`config.mk`:
```
export PLATFORM = sky130hd
export DESIGN_NAME = decode_issue_flat
export DESIGN_NICKNAME = d
export VERILOG_FILES = /design/src/rtl/decode_issue_if.sv /design/src/rtl/decode_issue.sv /design/src/flat_wrapper.sv
export SDC_FILE = /design/constraint.sdc
export NUM_CORES = 1
export LEC_CHECK = 0
export BUFFER_PORTS_ARGS = -buffer_cell sky130_fd_sc_hd__buf_2
export CORE_UTILIZATION = 30
export DETAILED_ROUTE_END_ITERATION = 16
export PLACE_DENSITY = 0.48
export RECOVER_POWER = 100
export SLEW_MARGIN = 15
export SYNTH_ARGS = -nofsm -noshare
export SYNTH_HDL_FRONTEND = slang
export SYNTH_SLANG_ARGS = --single-unit
export TNS_END_PERCENT = 5
```
`constraint.sdc`:
```
create_clock -name clk -period 9.4 [get_ports clk]
set_input_delay 1.88 -clock clk [delete_from_list [all_inputs] [get_ports clk]]
set_output_delay 1.88 -clock clk [all_outputs]
set_load 0.02 [all_outputs]
```
`src/rtl/decode_issue_if.sv`:
```
// Decode/issue handshake bundle: instruction in, decoded op out, writeback retire.
// master = upstream/execute/writeback side, slave = decode_issue itself.
interface decode_issue_if #(
    parameter int DATA_W = 32,
    parameter int SEL_W  = 5
);
    logic              in_valid;
    logic              in_ready;
    logic [0:DATA_W-1] instr;          // bit 0 is the MSB
    logic              out_valid;
    logic              out_ready;
    logic [5:0]        opcode;
    logic [SEL_W-1:0]  select_write;
    logic [SEL_W-1:0]  select_read_A;
    logic [SEL_W-1:0]  select_read_B;
    logic [DATA_W-1:0] imm;
    logic              use_imm;
    logic              wb_valid;
    logic [SEL_W-1:0]  wb_sel;
    logic [31:0]       stall_count;

    modport master (
        output in_valid, instr, out_ready, wb_valid, wb_sel,
        input  in_ready, out_valid, opcode, select_write, select_read_A,
               select_read_B, imm, use_imm, stall_count
    );

    modport slave (
        input  in_valid, instr, out_ready, wb_valid, wb_sel,
        output in_ready, out_valid, opcode, select_write, select_read_A,
               select_read_B, imm, use_imm, stall_count
    );
endinterface

```
`src/rtl/decode_issue.sv`:
```
// Decode/issue stage: field extraction, pending-writeback scoreboard, RAW/WAW stall.
// Optional macro DECODE_PERF_EN adds a saturating hazard-stall cycle counter.
module decode_issue #(
    parameter int DATA_W = 32,
    parameter int SEL_W  = 5
) (
    input  logic          clk,
    input  logic          rst_n,
    decode_issue_if.slave bus
);
    localparam int NREG = 2 ** SEL_W;

    typedef struct packed {
        logic [5:0]        opcode;
        logic [SEL_W-1:0]  sw;
        logic [SEL_W-1:0]  ra;
        logic [SEL_W-1:0]  rb;
        logic [DATA_W-1:0] imm;
        logic              use_imm;
    } op_t;

    logic [SEL_W-1:0] rd, rs1, rs2;
    logic             use_imm_d, writes_rd, hazard, issue, out_valid_q;
    logic [NREG-1:1]  pend_q;
    logic [NREG-1:0]  retire_mask, set_mask, eff_pend;
    op_t              op_d, op_q;

    assign rd        = bus.instr[6 +: SEL_W];
    assign rs1       = bus.instr[6 + SEL_W +: SEL_W];
    assign rs2       = bus.instr[6 + 2*SEL_W +: SEL_W];
    assign use_imm_d = bus.instr[1];
    assign writes_rd = !bus.instr[0] && (rd != '0);

    always_comb begin
        retire_mask = '0;
        if (bus.wb_valid && bus.wb_sel != '0) retire_mask[bus.wb_sel] = 1'b1;
        set_mask = '0;
        if (issue && writes_rd) set_mask[rd] = 1'b1;
    end

    // A writeback retiring this cycle already reaches the regfile, so it unblocks now.
    assign eff_pend = {pend_q & ~retire_mask[NREG-1:1], 1'b0};
    assign hazard   = eff_pend[rs1] | (!use_imm_d & eff_pend[rs2]) | (writes_rd & eff_pend[rd]);
    assign bus.in_ready = !hazard && (!out_valid_q || bus.out_ready);
    assign issue        = bus.in_valid && bus.in_ready;

    always_comb begin
        op_d         = '0;
        op_d.opcode  = bus.instr[0:5];
        op_d.sw      = writes_rd ? rd : '0;
        op_d.ra      = rs1;
        op_d.rb      = use_imm_d ? '0 : rs2;
        op_d.imm     = {{(DATA_W-16){bus.instr[16]}}, bus.instr[16:31]};
        op_d.use_imm = use_imm_d;
    end

    always_ff @(posedge clk or negedge rst_n) begin
        if (!rst_n) begin
            pend_q      <= '0;
            out_valid_q <= 1'b0;
            op_q        <= '0;
        end else begin
            // set after clear: a same-cycle retire and re-issue of rd leaves it pending
            pend_q <= eff_pend[NREG-1:1] | set_mask[NREG-1:1];
            if (issue) begin
                out_valid_q <= 1'b1;
                op_q        <= op_d;
            end else if (bus.out_ready) begin
                out_valid_q <= 1'b0;
            end
        end
    end

    assign bus.out_valid     = out_valid_q;
    assign bus.opcode        = op_q.opcode;
    assign bus.select_write  = op_q.sw;
    assign bus.select_read_A = op_q.ra;
    assign bus.select_read_B = op_q.rb;
    assign bus.imm           = op_q.imm;
    assign bus.use_imm       = op_q.use_imm;

`ifdef DECODE_PERF_EN
    logic [31:0] stall_q;
    always_ff @(posedge clk or negedge rst_n) begin
        if (!rst_n)
            stall_q <= '0;
        else if (bus.in_valid && hazard && stall_q != 32'hFFFF_FFFF)
            stall_q <= stall_q + 32'd1;
    end
    assign bus.stall_count = stall_q;
`else
    assign bus.stall_count = 32'h0;
`endif
endmodule
```
`src/flat_wrapper.sv`:
```
// flat-port wrapper written by rule: the top's interface ports become plain ports
module decode_issue_flat 
#(
    parameter int DATA_W = 32,
    parameter int SEL_W  = 5
)
  (clk, rst_n, bus_in_valid, bus_instr, bus_out_ready, bus_wb_valid, bus_wb_sel, bus_in_ready, bus_out_valid, bus_opcode, bus_select_write, bus_select_read_A, bus_select_read_B, bus_imm, bus_use_imm, bus_stall_count);
  decode_issue_if #(.DATA_W(DATA_W), .SEL_W(SEL_W)) bus_i ();
  input  logic clk;
  input  logic rst_n;
  input wire logic [$bits(bus_i.in_valid)-1:0] bus_in_valid;
  input wire logic [$bits(bus_i.instr)-1:0] bus_instr;
  input wire logic [$bits(bus_i.out_ready)-1:0] bus_out_ready;
  input wire logic [$bits(bus_i.wb_valid)-1:0] bus_wb_valid;
  input wire logic [$bits(bus_i.wb_sel)-1:0] bus_wb_sel;
  output wire logic [$bits(bus_i.in_ready)-1:0] bus_in_ready;
  output wire logic [$bits(bus_i.out_valid)-1:0] bus_out_valid;
  output wire logic [$bits(bus_i.opcode)-1:0] bus_opcode;
  output wire logic [$bits(bus_i.select_write)-1:0] bus_select_write;
  output wire logic [$bits(bus_i.select_read_A)-1:0] bus_select_read_A;
  output wire logic [$bits(bus_i.select_read_B)-1:0] bus_select_read_B;
  output wire logic [$bits(bus_i.imm)-1:0] bus_imm;
  output wire logic [$bits(bus_i.use_imm)-1:0] bus_use_imm;
  output wire logic [$bits(bus_i.stall_count)-1:0] bus_stall_count;
  assign bus_i.in_valid = bus_in_valid;
  assign bus_i.instr = bus_instr;
  assign bus_i.out_ready = bus_out_ready;
  assign bus_i.wb_valid = bus_wb_valid;
  assign bus_i.wb_sel = bus_wb_sel;
  assign bus_in_ready = bus_i.in_ready;
  assign bus_out_valid = bus_i.out_valid;
  assign bus_opcode = bus_i.opcode;
  assign bus_select_write = bus_i.select_write;
  assign bus_select_read_A = bus_i.select_read_A;
  assign bus_select_read_B = bus_i.select_read_B;
  assign bus_imm = bus_i.imm;
  assign bus_use_imm = bus_i.use_imm;
  assign bus_stall_count = bus_i.stall_count;
  decode_issue #(.DATA_W(DATA_W), .SEL_W(SEL_W)) u_core (.clk(clk), .rst_n(rst_n), .bus(bus_i));
endmodule
```
==> results of run 1 <==
==> cells in the final DEF (no fill, tap or decap), drive strengths merged, types with 4 or more instances in the layout <==
| cell type | instances |
|---|---|
| buf | 41 |
| mux2i | 14 |
| dfrtp | 69 |
| nor4 | 6 |
| conb | 32 |
| clkbuf | 72 |
| nand2b | 8 |
| mux2 | 42 |
| nand3b | 4 |
| nand4b | 4 |
| o31ai | 34 |
| nor2b | 10 |
| nor2 | 28 |
| nand3 | 16 |
| o21ai | 34 |
| a21oi | 5 |
| a32oi | 7 |
| nand2 | 16 |
| nand4 | 8 |
| nor3 | 9 |
==> layer usage <==
metal | vias up | GRT usage (%)
li1 | 1701 | -
met1 | 1891 | 26.70
met2 | 199 | 31.04
met3 | 40 | 5.166
met4 | 0 | 10.82
met5 | - | 0
==> power breakdown <==
group / total (uW) / switching (uW) / internal, uW
sequential: 406 / 39.0 / 367
clock: 362 / 135 / 227
combinational: 370 / 253 / 116
==> layout make-up <==
type                            count  area [um2]  share of cell area [%]
Tap cell                          180       225.2                   4.543
Multi-Input combinational cell    327        2246                   45.31
Timing Repair Buffer              100       431.7                   8.708
Clock inverter                      3       42.54                  0.8582
Inverter                            4       15.01                  0.3029
Clock buffer                       13       270.3                   5.452
Sequential cell                    69        1727                   34.83
==> cells by family (layout without fill, tap and decap cells) <==
logic type / count (synthesis) / after routing
and+or+nand+nor: 135 / 135
AOI/OAI and AO/OA: 97 / 97
buffers and inverters: 83 / 120
DFF: 69 / 69
muxes: 58 / 58
xor gates and xnor gates: 5 / 5
other: 1 / 32
==> registers in the layout, summed over array words and instances, names as in the netlist <==
register and cells:
u_core.bus.select_read_A 5, u_core.bus.select_read_B 5, u_core.bus.out_valid 1, u_core.bus.imm 16, u_core.bus.opcode 6, u_core.pend_q 31, u_core.bus.select_write 5
==> through the flow <==
stage               hold WS [ns]  worst slack, ns  std cells  area, um2
floorplan                 0.4911            3.659        479       4503
global placement          0.4691            2.893        680       4738
detailed placement        0.4762            2.989        680       4738
CTS                       0.4969            2.988        696       5051
global route              0.5125            1.769        696       4957
finish                    0.4927            2.157        696       4957
==> worst max-delay path, stage by stage <==
cell and delay (ns):
clkbuf_1 0.43, or2_0 0.47, o21ai_0 0.37, nand3_1 0.19, nand4_1 0.08, or4_1 0.40
or4_1 0.57, nand4_1 0.86, clkbuf_1 1.73, mux2_2 0.46
==> worst min-delay path by stage <==
| stage | from | to | slack, ns |
|---|---|---|---|
| 2_1_floorplan | u_core.pend_q[1] | u_core.pend_q[1] | 0.49 |
| 3_3_place_gp | u_core.bus.opcode[2] | u_core.bus.opcode[2] | 0.47 |
| 3_5_place_dp | u_core.bus.opcode[0] | u_core.bus.opcode[0] | 0.48 |
| 4_1_cts | u_core.bus.opcode[2] | u_core.bus.opcode[2] | 0.50 |
| 5_1_grt | u_core.bus.opcode[0] | u_core.bus.opcode[0] | 0.51 |
| 6_report | u_core.bus.opcode[2] | u_core.bus.opcode[2] | 0.49 |
==> impl_metrics.tcl, run 1 <==
set metrics [dict create \
    nFillCells 1486 \
    synth-seq-area-share_pct 39.36 \
    path_class "input port to flip-flop" \
    start_util_pct 31.12 \
    synth_async_sr_flop_share_pct 100.0 \
    rrSetupSlack_ns 4.16 \
    yosysTopAreaCellShare_pct 39.36 \
    peakVddDrop_uv 86.50 \
    violations "capacitance limit, slew limit" \
    crit_end "u_core.bus.select_write[4]" \
    yosysTopAreaCell "dfrtp_1" \
    r2r_cells 9 \
    ys_ff_latch 69 \
    syn_area_um2 4387 \
    met3_length_um 987 \
    grt_max_degree 70 \
    portBuffers 97 \
    drc 0 \
    hp-class "flip-flop to flip-flop" \
    cts_num_sinks 69 \
    post_cts_buffers 0 \
    cts_buffers 9 \
    wl_met2_mm 6.819 \
    wl_met1_mm 6.309 \
    utilization_pct 35.17 \
    synth_xor_area_share_pct 0.9983 \
    antenna_found_initial 0 \
    crit_start "bus_wb_sel[1]" \
    finalCriticalPeriod_ns 7.243 \
    cts_root_buffer "clkbuf_16" \
    drv_slew 116 \
    avgSynthCellArea_um2 9.792 \
    grt_overflow 0 \
    period_share_pct 77.06 \
    status "finished with violations" \
    power_uw 1139 \
    power_density_nw_per_um2 229.7 \
    cts_resized 0 \
    ant_nets 0 \
    yosysMostFrequentCell "dfrtp_1" \
    netlist_instances 448 \
    synth_edf_count 0 \
    setup_viol 0 \
    crit_path_end_kind "flip-flop" \
    vias 3831 \
    slew_headroom_pct -158.6 \
    rsz0062_at_grt "false" \
    fin_setup_tns_ns 0 \
    p_leak_uw 0.002043 \
    synth_simple_gate_area_share_pct 17.77 \
    crit_fanout 45 \
    area_delta_synth_final_pct 13.01 \
    synth_warnings 0 \
    highest-signal-layer "met4" \
    hold_viol 0 \
    skew_ns 0.008859 \
    viasPerCell 5.504 \
    n_antenna_cell 0 \
    cp.arrival_ns 7.46 \
    hold_depth 1 \
    synth-adder-area-share_pct 0 \
    wirelength_mm 14.76 \
    max-cap-violations 2 \
    clock_latency_ns 0.35 \
    drtIter0Drc 512 \
    worstMarginPinSlew_ns 3.879 \
    first_pass_iters 5 \
    top_level_ports 130 \
    die_width_um 122.9 \
    cp.required_ns 9.62 \
    netlist_top_cells_count "69 x dfrtp_1, 55 x buf_4, 38 x mux2_2" \
    grt_pass1_vias 3728 \
    grt_pass1_wl_mm 22.42 \
    cts_max_level 3 \
    cts_tree "yes" \
    clock.fmax_ghz 0.1381 \
    synth_compound_area_share_pct 14.83 \
    ys_types 56 \
    worstReg2RegStart "u_core.pend_q[24]" \
    die_h_um 122.9 \
    synthFlopType "dfrtp_1" \
    synthTopCellsByArea "dfrtp_1 39%, mux2_2 9.8%, buf_4 9.4%" \
    yosys-mux-area-fraction_pct 15.00 \
    routabilityCongestion 0.9263 \
    wl_per_cell_um 21.21 \
    synth_top_family_by_area "simple AND/OR/NAND/NOR gates" \
    worst_setup_path_start_kind "input port" \
    clockBufferDepth 2 \
    dpl.hpwl_mm 10.42 \
    worstReg2RegEnd "u_core.bus.select_write[4]" \
    layout.nets 553 \
    grt_usage_pct 20.45 \
    ctsHoldBuffers 0 \
    row_count 43 \
    coreArea_um2 14100 \
    cts.clk_slew.worst_paths_ns 0.05 \
    drive_above_1_share_pct 19.19 \
    dieArea_um2 15110 \
]
Power figures use the tool's default switching activity.
==> inputs of run 2 (changes only) <==
- clock period: 9.4 -> 7.5 ns (I/O delays scaled with it)
==> run 2 against run 1 <==
Compared with the run above:
- flip-flop and latch count unchanged
- global-route usage down 0.33 points
- count of clock-buffer cells in the layout shrank 2
- cell count unchanged
- core utilization decreased by 0.17 points
- the run still ends with capacitance limit, slew limit left
- critical endpoint is now u_core.bus.opcode[5]
- largest cell class unchanged
==> impl_metrics.tcl, run 2 (synthesis results as in run 1) <==
set metrics [dict create \
    worstMarginPinSlew_ns 3.963 \
    cts.clk_slew.worst_paths_ns 0.06 \
    crit_path_end_kind "flip-flop" \
    fin_setup_tns_ns 0 \
    cp.arrival_ns 6.39 \
    drtIter0Drc 353 \
    cts_buffers 9 \
    worstReg2RegStart "u_core.pend_q[24]" \
    drv_slew 70 \
    viasPerCell 5.391 \
    final_common_cell "dfrtp_1" \
    antenna_found_initial 0 \
    top_level_ports 130 \
    hold_end "u_core.bus.opcode[1]" \
    power_density_nw_per_um2 280.3 \
    grt_pass1_wl_mm 21.99 \
    max-cap-violations 1 \
    min-delay-start "u_core.bus.opcode[1]" \
    grt_max_degree 70 \
    dpl.hpwl_mm 10.45 \
    dieArea_um2 15110 \
    setup_viol 0 \
    vias 3752 \
    final_cell_mix "69 x dfrtp_1, 58 x clkbuf_1, 39 x buf_2" \
    n_antenna_cell 0 \
    row_count 43 \
    violations "capacitance limit, slew limit" \
    cts_root_buffer "clkbuf_16" \
    grt_pass1_vias 3685 \
    start_util_pct 31.12 \
    routabilityCongestion 0.9204 \
    rsz0062_at_grt "false" \
    holdWs_ns 0.4875 \
    cts_resized 0 \
    post_cts_buffers 0 \
    slowest_stage "nand4_1" \
    grt_overflow 0 \
    clockBufferDepth 2 \
    period_share_pct 82.17 \
    finalCriticalPeriod_ns 6.163 \
    die_width_um 122.9 \
    rrSetupSlack_ns 3.06 \
    grt_usage_pct 20.12 \
    max_stage_delay_ns 1.09 \
    cp.required_ns 7.72 \
    area_delta_synth_final_pct 12.46 \
    p_leak_uw 0.002023 \
    path_cells "clkbuf_1, nand2b_1, o21ai_0, mux4_2, nor2_1, o311ai_0, nand4_1, clkbuf_2, mux2_1" \
    portBuffers 97 \
    hp-class "flip-flop to flip-flop" \
    wl_per_cell_um 20.74 \
    coreArea_um2 14100 \
    r2r_cells 9 \
    layout.nets 553 \
    slew_headroom_pct -164.2 \
    wirelength_mm 14.43 \
    ant_nets 0 \
    worst-path-buf-inv 2 \
    drive_above_1_share_pct 19.57 \
    ctsHoldBuffers 0 \
    cts_num_sinks 69 \
    peakVddDrop_uv 115.3 \
    skew_ns 0.01052 \
    clock.fmax_ghz 0.1623 \
    largest_register_ffs 31 \
    cp_top_family "simple AND/OR/NAND/NOR gates" \
    drc 0 \
    die_h_um 122.9 \
    cts_max_level 3 \
    hold_depth 1 \
    path_class "input port to flip-flop" \
    first_pass_iters 5 \
    crit_fanout 45 \
    worstReg2RegEnd "u_core.bus.select_write[3]" \
    status "finished with violations" \
    clock_latency_ns 0.35 \
    worst_setup_path_start_kind "input port" \
    cts_tree "yes" \
    max_flop_register "u_core.pend_q" \
    hold_viol 0 \
]
run 2: through the flow:
stage	std cells	setup slack [ns]	utilization [%]	area, um2	power [uW]
CTS	696	1.839	35.66	5026	1422
floorplan	479	2.519	-	4503	878.6
finish	696	1.337	35.00	4933	1383
global route	696	0.9488	35.00	4933	1461
detailed placement	680	1.844	33.61	4738	1004
global placement	680	1.747	33.61	4738	1005
run 2: how the worst max path moves through the flow:
stage          slack [ns]                   end     startpoint  cells past startpoint
3_3_place_gp         1.75          bus_in_ready  bus_instr[23]                      9
2_1_floorplan        2.52          bus_in_ready  bus_instr[21]                      7
5_1_grt              0.95  u_core.bus.opcode[1]  bus_wb_sel[1]                      9
3_5_place_dp         1.84          bus_in_ready  bus_wb_sel[0]                      9
4_1_cts              1.84          bus_in_ready  bus_wb_sel[0]                      9
6_report             1.34  u_core.bus.opcode[5]  bus_wb_sel[1]                      9
run 2: power by group:
group / leakage [uW] / internal, uW / switching, uW / total (uW)
Clock: 0.000130 / 241 / 170 / 411
Sequential: 0.000878 / 460 / 48.6 / 509
Combinational: 0.00102 / 145 / 317 / 462
run 2: final cells by class:
type                    count  area, um2
well taps                 180      225.2
fillers                  1486       9163
multi-input cells         327       2246
flip-flops and latches     69       1727
clock buffers              11      252.7
inverters                   4      15.01
repair buffers            100      432.9
clock inverters             5      35.03
run 2: per-layer routing:
metal / wire length [um] / global-route usage (%) / part of all wire (%) / vias to the layer above
li1: - / - / - / 1708
met1: 6313 / 26.35 / 44 / 1843
met5: 0 / 0 / 0 / -
met3: 995 / 5.950 / 6.9 / 33
met2: 6674 / 30.51 / 46 / 168
met4: 449 / 9.070 / 3.1 / 0
